--- config.mk ---
export PLATFORM = sky130hd
export DESIGN_NAME = sync_memory
export DESIGN_NICKNAME = d
export VERILOG_FILES = /design/src/rtl/memory_defs.sv /design/src/rtl/mem_array.sv /design/src/rtl/sync_memory.sv
export SDC_FILE = /design/constraint.sdc
export NUM_CORES = 1
export LEC_CHECK = 0
export BUFFER_PORTS_ARGS = -buffer_cell sky130_fd_sc_hd__clkbuf_2
export CAP_MARGIN = 10
export CORE_MARGIN = 5
export CORE_UTILIZATION = 35
export DETAILED_ROUTE_END_ITERATION = 10
export SETUP_SLACK_MARGIN = 0.3
export SLEW_MARGIN = 15
export SYNTH_ARGS = -nofsm -noshare
export SYNTH_HDL_FRONTEND = slang
export SYNTH_SLANG_ARGS = --single-unit
--- constraint.sdc ---
create_clock -name clk -period 2.95 [get_ports clk]
set_clock_uncertainty 0.2 [all_clocks]
set_input_delay 0.59 -clock clk [delete_from_list [all_inputs] [get_ports clk]]
set_output_delay 0.59 -clock clk [all_outputs]
set_load 0.1 [all_outputs]
--- src/rtl/memory_defs.sv ---
// Shared definitions for the sync_memory block: default geometry and the
// sweep FSM state encoding.
package memory_defs;

    localparam int DEF_DATA_WIDTH = 8;
    localparam int DEF_ADDR_WIDTH = 5;

    typedef enum logic {
        ST_IDLE  = 1'b0,
        ST_CLEAR = 1'b1
    } state_t;

endpackage

--- src/rtl/mem_array.sv ---
// Single-write-port storage with a registered, enabled read port.
// Only the read register is reset; the array itself never is.
module mem_array #(
    parameter int DATA_WIDTH = 8,
    parameter int ADDR_WIDTH = 5
) (
    input  logic                  i_clk,
    input  logic                  i_rst_n,
    input  logic                  i_wr_en,
    input  logic [ADDR_WIDTH-1:0] i_wr_addr,
    input  logic [DATA_WIDTH-1:0] i_wr_data,
    input  logic                  i_rd_en,
    input  logic [ADDR_WIDTH-1:0] i_rd_addr,
    output logic [DATA_WIDTH-1:0] o_rd_data
);

    localparam int DEPTH = 2 ** ADDR_WIDTH;

    logic [DATA_WIDTH-1:0] r_mem [0:DEPTH-1];
    logic [DATA_WIDTH-1:0] r_rd_data;

    always_ff @(posedge i_clk) begin
        if (i_wr_en) begin
            r_mem[i_wr_addr] <= i_wr_data;
        end
    end

    // Non-blocking read of the same edge as a write returns the old word.
    always_ff @(posedge i_clk or negedge i_rst_n) begin
        if (!i_rst_n) begin
            r_rd_data <= '0;
        end else if (i_rd_en) begin
            r_rd_data <= r_mem[i_rd_addr];
        end
    end

    assign o_rd_data = r_rd_data;

endmodule

--- src/rtl/sync_memory.sv ---
// Synchronous single-port memory with a zero-sweep clear FSM that owns the
// write port while busy. dbg_state exposes the FSM state (0=IDLE, 1=CLEAR).
module sync_memory
    import memory_defs::*;
#(
    parameter int DATA_WIDTH     = DEF_DATA_WIDTH,
    parameter int ADDR_WIDTH     = DEF_ADDR_WIDTH,
    parameter bit CLEAR_ON_RESET = 1'b1
) (
    input  logic                  clk,
    input  logic                  rst_n,
    input  logic                  read_en,
    input  logic                  write_en,
    input  logic [ADDR_WIDTH-1:0] address,
    input  logic [DATA_WIDTH-1:0] wr_data,
    input  logic                  clear,
    output logic [DATA_WIDTH-1:0] rd_data,
    output logic                  rd_valid,
    output logic                  busy,
    output logic                  dbg_state
);

    localparam state_t RESET_STATE = CLEAR_ON_RESET ? ST_CLEAR : ST_IDLE;

    state_t                r_state;
    logic [ADDR_WIDTH-1:0] r_cnt;
    logic                  r_rd_valid;

    logic                  w_idle;
    logic                  w_accept;
    logic                  w_wr_en;
    logic                  w_rd_en;
    logic [ADDR_WIDTH-1:0] w_wr_addr;
    logic [DATA_WIDTH-1:0] w_wr_data;

    // A clear request in IDLE takes priority over any read/write on that edge.
    assign w_idle   = (r_state == ST_IDLE);
    assign w_accept = w_idle && !clear;
    assign w_rd_en  = w_accept && read_en;
    assign w_wr_en  = !w_idle || (w_accept && write_en);
    assign w_wr_addr = w_idle ? address : r_cnt;
    assign w_wr_data = w_idle ? wr_data : '0;

    always_ff @(posedge clk or negedge rst_n) begin
        if (!rst_n) begin
            r_state    <= RESET_STATE;
            r_cnt      <= '0;
            r_rd_valid <= 1'b0;
        end else begin
            case (r_state)
                ST_IDLE: begin
                    r_rd_valid <= w_rd_en;
                    if (clear) begin
                        r_state <= ST_CLEAR;
                        r_cnt   <= '0;
                    end
                end
                ST_CLEAR: begin
                    r_rd_valid <= 1'b0;
                    r_cnt      <= r_cnt + 1'b1;
                    if (&r_cnt) begin
                        r_state <= ST_IDLE;
                    end
                end
                default: begin
                    r_state    <= ST_IDLE;
                    r_rd_valid <= 1'b0;
                end
            endcase
        end
    end

    mem_array #(
        .DATA_WIDTH (DATA_WIDTH),
        .ADDR_WIDTH (ADDR_WIDTH)
    ) u_mem_array (
        .i_clk     (clk),
        .i_rst_n   (rst_n),
        .i_wr_en   (w_wr_en),
        .i_wr_addr (w_wr_addr),
        .i_wr_data (w_wr_data),
        .i_rd_en   (w_rd_en),
        .i_rd_addr (address),
        .o_rd_data (rd_data)
    );

    assign rd_valid  = r_rd_valid;
    assign busy      = (r_state == ST_CLEAR);
    assign dbg_state = r_state;

endmodule

==> results of run 1 <==
==> placed cells by master (no fill, tap or decap), types with 7 or more instances in the layout <==
cell type  synthesis  layout
nand2_1           28      28
clkinv_1           0       7
nor2_1            36      35
mux2i_1          132     131
dfrtp_1           14      14
nor2b_2            0      10
clkbuf_2           0      25
edfxtp_1         256     256
a221oi_2          10      10
buf_12             4       7
o22ai_1            9       9
clkbuf_16          0      27
buf_4              6      54
a22o_1            16      16
o41ai_2            8       8
a21oi_1           17      17
a22oi_1           32      32
==> cell families after synthesis <==
group | count (synthesis) | synth area share
AOI/OAI and AO/OA | 105 | 0.0809
xor gates and xnor gates | 1 | 0.000797
adders and majority gates | 2 | 0.00228
buffers and inverters | 37 | 0.0260
DFF | 271 | 0.734
muxes | 134 | 0.122
and+or+nand+nor | 86 | 0.0343
==> worst reg2reg max path: stages (launching register included) <==
cell and delay (ns):
dfstp_4 0.80, mux2i_1 0.51, nand2_1 0.19, nor2_1 0.29
buf_4 0.22
==> per-layer routing <==
| metal | vias up | share of wire |
|---|---|---|
| met4 | 0 | 0.022 |
| li1 | 2684 | - |
| met1 | 2964 | 0.46 |
| met5 | - | 0 |
| met2 | 134 | 0.48 |
| met3 | 34 | 0.041 |
==> stage by stage <==
step	hold WS, ns	power (mW)	instances	instance area [um^2]
after detailed placement	0.272	7.10	1086	11900
after global routing	0.139	10.7	1134	12800
final	0.129	10.3	1134	12800
after global placement	0.269	7.06	1086	11900
after CTS	0.105	10.4	1134	12800
after floorplan	0.0944	6.37	636	11000
==> area by class of cell <==
| cell class | instances | share of cell area |
|---|---|---|
| Clock buffer | 32 | 0.0543 |
| Clock inverter | 15 | 0.0115 |
| Inverter | 2 | 0.000587 |
| Multi-Input combinational cell | 328 | 0.209 |
| Sequential cell | 271 | 0.631 |
| Tap cell | 396 | 0.0387 |
| Timing Repair Buffer | 90 | 0.0549 |
==> registers in the layout, indices dropped and copies added (netlist names) <==
name / flops
rd_valid: 1
busy: 1
u_mem_array.o_rd_data: 8
u_mem_array.r_mem: 256
r_cnt: 5
==> report_power, final <==
| group | leakage, nW | switching (mW) | internal (mW) | total, mW |
|---|---|---|---|---|
| combinational | 1.72 | 1.43 | 0.571 | 2.00 |
| clock | 0.408 | 1.34 | 1.93 | 3.26 |
| sequential | 2.56 | 0.195 | 4.82 | 5.02 |
| total | 4.69 | 2.96 | 7.32 | 10.3 |
==> repair_timing <==
action,CTS,global route
endpoints found under the setup margin,0,18
hold buffers,1,0
gates resized for setup,0,3
hold endpoints to repair,14,0
==> worst paths after layout <==
kind | startpoint | end | slack, ns | cells after the start
min reg2reg | u_mem_array.o_rd_data[5] | u_mem_array.o_rd_data[5] | 0.29 | 2
min | clear | r_cnt[3] | 0.13 | 2
max reg2reg | busy | u_mem_array.r_mem[7][5] | 0.45 | 4
max in group asynchronous | rst_n | busy | 1.82 | 2
max | busy | dbg_state | 0.36 | 1
min in group asynchronous | rst_n | r_cnt[3] | 0.37 | 2
==> key figures, run 1 <==
Synth
  – Syn Nets: 656
  – Top-count cell post-synth: edfxtp_1
  – Dominant synthesized flop cell: edfxtp_1
  – Mapped Cells: 636
  – Yosys top cell by area: edfxtp_1
  – Yosys warnings: 0
  – Top cells by count, synth: edfxtp_1 (256), mux2i_1 (132), nor2_1 (36)
  – Sequential share of the synthesized area: 0.734
  – EDFF count, synth: 256
  – Cell variety after synth: 32
  – Mapped cell area: 0.0110 mm^2
  – Synth Register Bits: 271
  – Ys async rst share: 0.0554
  – Avg Cell Area, Syn: 17.3 um^2
  – Post-synth top area share: 0.699
  – Synth area leaders: edfxtp_1 (70%), mux2i_1 (12%), dfrtp_1 (3.2%)

GRT
  – First-pass GRT wire length: 36,800 um
  – GRT Overall Usage: 0.134
  – GR Util met1: 0.188
  – M2 GR Usage: 0.219
  – Number of global-route vias before repair: 6,000
  – Met3 usage: 0.0170
  – GR Overflow Total: 0
  – Top Usage Layer GRT: met2
  – Largest net degree at the start of global routing: 35
  – Initial antenna violation count: 0

Place
  – HPWL after DPL: 15,100 um
  – GPL Wtd Cong: 0.782
  – DP Worst Slack: 0.144 ns
  – Port-buffer cells: 28

Critical path
  – Crit. End Element: output port
  – CP Launch Type: flip-flop
  – CP bufs+invs: 1
  – Arrival @ worst endpoint: 1.80 ns
  – Top cell family by delay on the critical path: flip-flops
  – Slowest CP cell: dfstp_4
  – Critical path class: flip-flop to output port
  – Critical path's largest stage delay: 0.80 ns
  – CP Cell Sequence: buf_2
  – Worst path required time: 2.16 ns
  – Crit Path Max Fanout: 24

Detailed routing
  – Routed Antenna Nets: 0
  – Vias/cell: 5.13
  – Total iterations of the first detailed-routing run: 5
  – DRT iter0 DRCs: 476
  – Routed wire length: 23,700 um
  – DRC Markers: 0
  – Total number of vias: 5,816
  – Drt wl/cell: 20.9 um

Clock network
  – Htree depth: 1
  – Total CTS buffers: 26
  – # Post-CTS Setup Buffers: 0
  – Clock Latency Late Sink: 0.52 ns
  – Worst-case clock buffer depth: 3
  – CTS sink cnt: 271
  – CTS tree: done
  – CTS Root Cell: clkbuf_16
  – CTS clock-pin slew for the worst setup and hold paths: 0.06 ns

STA
  – Rel. slew slack: 0.410
  – FMAX: 385 MHz
  – Setup ws final: 0.355 ns
  – Worst slew pin tran: 0.885 ns
  – Final Hold Fails: 0
  – Tmin final: 2.59 ns
  – Final Slew Violations: 0
  – RSZ-0062 raised after global routing: yes
  – Period utilization: 0.880
  – Number of setup violations in the final report: 0
  – Setup total negative slack: 0 ns

Cells and area
  – ANT cells: 0
  – Area growth syn-to-layout: 16.3%
  – Layout cells sized above 1: 0.214
  – Multi-input gate area: 0.00268 mm^2
  – Fill count: 2,751
  – Final Util: 0.415
  – Reg area: 0.00807 mm^2
  – Final nets: 739

Job
  – Max-cap violations: 0

Die
  – Die area: 0.0351 mm^2
  – Die width: 187 um
  – # IOs: 29
  – Die height: 187 um
  – Initial Utilization: 0.357
  – Area of the core: 0.0308 mm^2
  – Row count: 64

Power
  – Peak supply drop: 0.000561 V
  – Leakage power: 4.69 nW
  – PwrDens: 804 mW/mm^2

Min path
  – Hold Path Class: primary input to flip-flop

Status
  – Status: finished clean
(Power assumes the default switching activity.)
==> run 2, diff against run 1 <==
- CORE_UTILIZATION: 35 -> 50
- PLACE_DENSITY: not set -> 0.66
- RECOVER_POWER: not set -> 25
==> run 2 against run 1 <==
Effect of this change: the flow now finishes with violations (capacitance limit); clock power is 3% lower; combinational power hardly changed; sequential share of layout area is 1.2 points higher; sequential cell count stayed put; core utilization is 16 points higher; global-route usage is 5.9 points higher; critical path depth is 4 higher; final cell count is 10% lower; cell area is 1.9% lower; first-iteration DRC count is 1.9% higher; critical endpoint is now u_mem_array.r_mem[6][6].
==> key figures, run 2 (synthesized netlist as in run 1, its figures left out) <==
Critical path
  – Crit. End Element: flip-flop
  – Critical path class: flip-flop to flip-flop
  – CP bufs+invs: 2 (+1)
  – Worst path required time: 2.98 ns (+0.82 ns)
  – Crit Path Max Fanout: 24 (unchanged)
  – Slowest CP cell: dfstp_4
  – CP Cell Sequence: inv_1, o21ai_1, nand2_1, nor2_1, buf_4
  – CP Launch Type: flip-flop
  – Critical path's largest stage delay: 0.79 ns (about the same)
  – Top cell family by delay on the critical path: flip-flops
  – Arrival @ worst endpoint: 2.56 ns (+0.76 ns)

STA
  – FMAX: 396 MHz (+2.8%)
  – Worst slew pin tran: 1.50 ns (+0.613 ns)
  – Rel. slew slack: 0.00121 (-0.408)
  – Final Hold Fails: 0 (unchanged)
  – Number of setup violations in the final report: 0 (unchanged)
  – Tmin final: 2.52 ns (-0.0717 ns)
  – Final Slew Violations: 0 (unchanged)
  – RSZ-0062 raised after global routing: no
  – Hold Slack: 0.113 ns (-0.0157 ns)
  – Setup total negative slack: 0 ns (unchanged)
  – Period utilization: 0.855 (-0.0243)

Clock network
  – Htree depth: 1 (unchanged)
  – CTS clock-pin slew for the worst setup and hold paths: 0.06 ns (about the same)
  – Worst-case clock buffer depth: 3 (unchanged)
  – Total CTS buffers: 27 (+3.8%)
  – CTS tree: done
  – CTS Root Cell: clkbuf_16
  – CTS sink cnt: 271 (unchanged)
  – # Post-CTS Setup Buffers: 0 (unchanged)
  – Clock Latency Late Sink: 0.54 ns (+0.02 ns)

Die
  – Area of the core: 0.0218 mm^2 (-29%)
  – Die width: 158 um (-15%)
  – Die area: 0.0251 mm^2 (-29%)
  – Initial Utilization: 0.505 (+0.149)
  – Die height: 158 um (-15%)
  – Row count: 54 (-16%)
  – # IOs: 29 (unchanged)

Cells and area
  – Most frequent cells in the layout: edfxtp_1 (256), mux2i_1 (132), buf_4 (48), nor2_1 (35), a22oi_1 (32)
  – Multi-input gate area: 0.00267 mm^2 (-0.14%)
  – Final nets: 737 (-0.27%)
  – Most common cell after layout, fill and taps aside: edfxtp_1
  – Area growth syn-to-layout: 14.1%
  – Top reg by flops: u_mem_array.r_mem
  – Reg area: 0.00807 mm^2 (unchanged)
  – Max FFs per register: 256 (unchanged)
  – Non-Filler Instances: 1,018 (-10%)
  – ANT cells: 0 (unchanged)
  – Fill count: 1,685 (-39%)
  – Layout cells sized above 1: 0.213 (-0.00136)

Job
  – Max-cap violations: 1 (+1)

Detailed routing
  – Drt wl/cell: 23.4 um (+12%)
  – DRC Markers: 0 (unchanged)
  – Vias/cell: 5.77 (+12%)
  – Routed wire length: 23,800 um (+0.33%)
  – DRT iter0 DRCs: 485 (+1.9%)
  – Total number of vias: 5,872 (+0.96%)
  – Routed Antenna Nets: 0 (unchanged)
  – Total iterations of the first detailed-routing run: 5 (unchanged)

Place
  – Number of instances in the placed design: 967 (-11%)
  – HPWL after DPL: 15,500 um (+2.5%)
  – Port-buffer cells: 28 (unchanged)
  – GPL Wtd Cong: 0.843 (+7.9%)

Status
  – Status: finished with violations
  – Failing checks: capacitance limit

GRT
  – Number of global-route vias before repair: 5,966 (-0.57%)
  – Largest net degree at the start of global routing: 43 (+23%)
  – GRT Overall Usage: 0.192 (+0.0588)
  – Initial antenna violation count: 0 (unchanged)
  – First-pass GRT wire length: 35,900 um (-2.5%)
  – GR Overflow Total: 0 (unchanged)

Power
  – Peak supply drop: 0.000598 V (+6.5%)
  – Leakage power: 4.66 nW (-0.62%)
  – PwrDens: 812 mW/mm^2 (+1.1%)

Min path
  – Hold Path Class: primary input to flip-flop
==> run 2: cell types whose count changed in the layout (fill, tap and decap cells not counted), sizes merged <==
cell / previous run / this run
clkbuf: 57 / 67
clkinv: 11 / 12
clkinvlp: 1 / 2
buf: 64 / 53
bufinv: 3 / 1
inv: 2 / 3
==> run 2: path summary, 6_finish.rpt <==
check	startpoint	slack, ns	endpoint	cells past startpoint
min reg2reg	u_mem_array.o_rd_data[4]	0.31	u_mem_array.o_rd_data[4]	2
min in group asynchronous	rst_n	0.53	r_cnt[2]	2
max in group asynchronous	rst_n	1.44	u_mem_array.o_rd_data[5]	2
min	clear	0.11	r_cnt[3]	2
max	busy	0.43	u_mem_array.r_mem[6][6]	5
max reg2reg	busy	0.43	u_mem_array.r_mem[6][6]	5
==> run 2: final cells by class <==
type,instances,share of cell area
clock buffers,34,0.0567
clock inverters,16,0.00878
inverters,2,0.000598
multi-input cells,328,0.213
flip-flops and latches,271,0.643
well taps,280,0.0279
repair buffers,87,0.0501
==> run 2: metal layers <==
| layer | routed length [um] | share of wire | track usage |
|---|---|---|---|
| met2 | 11900 | 0.50 | 0.324 |
| met3 | 1320 | 0.055 | 0.0277 |
| met1 | 10200 | 0.43 | 0.268 |
| met4 | 436 | 0.018 | 0.0471 |
| met5 | 0 | 0 | 0 |
==> run 2: power by group <==
| group | switching [mW] | internal [mW] |
|---|---|---|
| sequential | 0.214 | 4.83 |
| clock | 1.37 | 1.80 |
| combinational | 1.43 | 0.549 |
| total | 3.02 | 7.17 |
==> run 2: worst reg2reg max path, cell delays in order (launching register included) <==
cell	delay [ns]
dfstp_4	0.79
inv_1	0.18
o21ai_1	0.20
nand2_1	0.35
nor2_1	0.29
buf_4	0.21
==> run 2: metrics by stage <==
stage	utilization	total power [mW]	area [um^2]	worst slack, ns
2_1_floorplan	-	6.37	11000	0.322
3_3_place_gp	0.539	7.04	11700	0.144
3_5_place_dp	0.539	7.09	11700	0.103
4_1_cts	0.578	10.2	12600	0.412
5_1_grt	0.577	10.6	12500	0.338
6_report	0.577	10.2	12500	0.427
==> run 2: what timing repair did <==
item                                    in CTS  in global routing
endpoints found under the setup margin       2                  0
gates resized for setup                      2                  0
hold endpoints to repair                    14                  0
hold buffers                                 1                  0
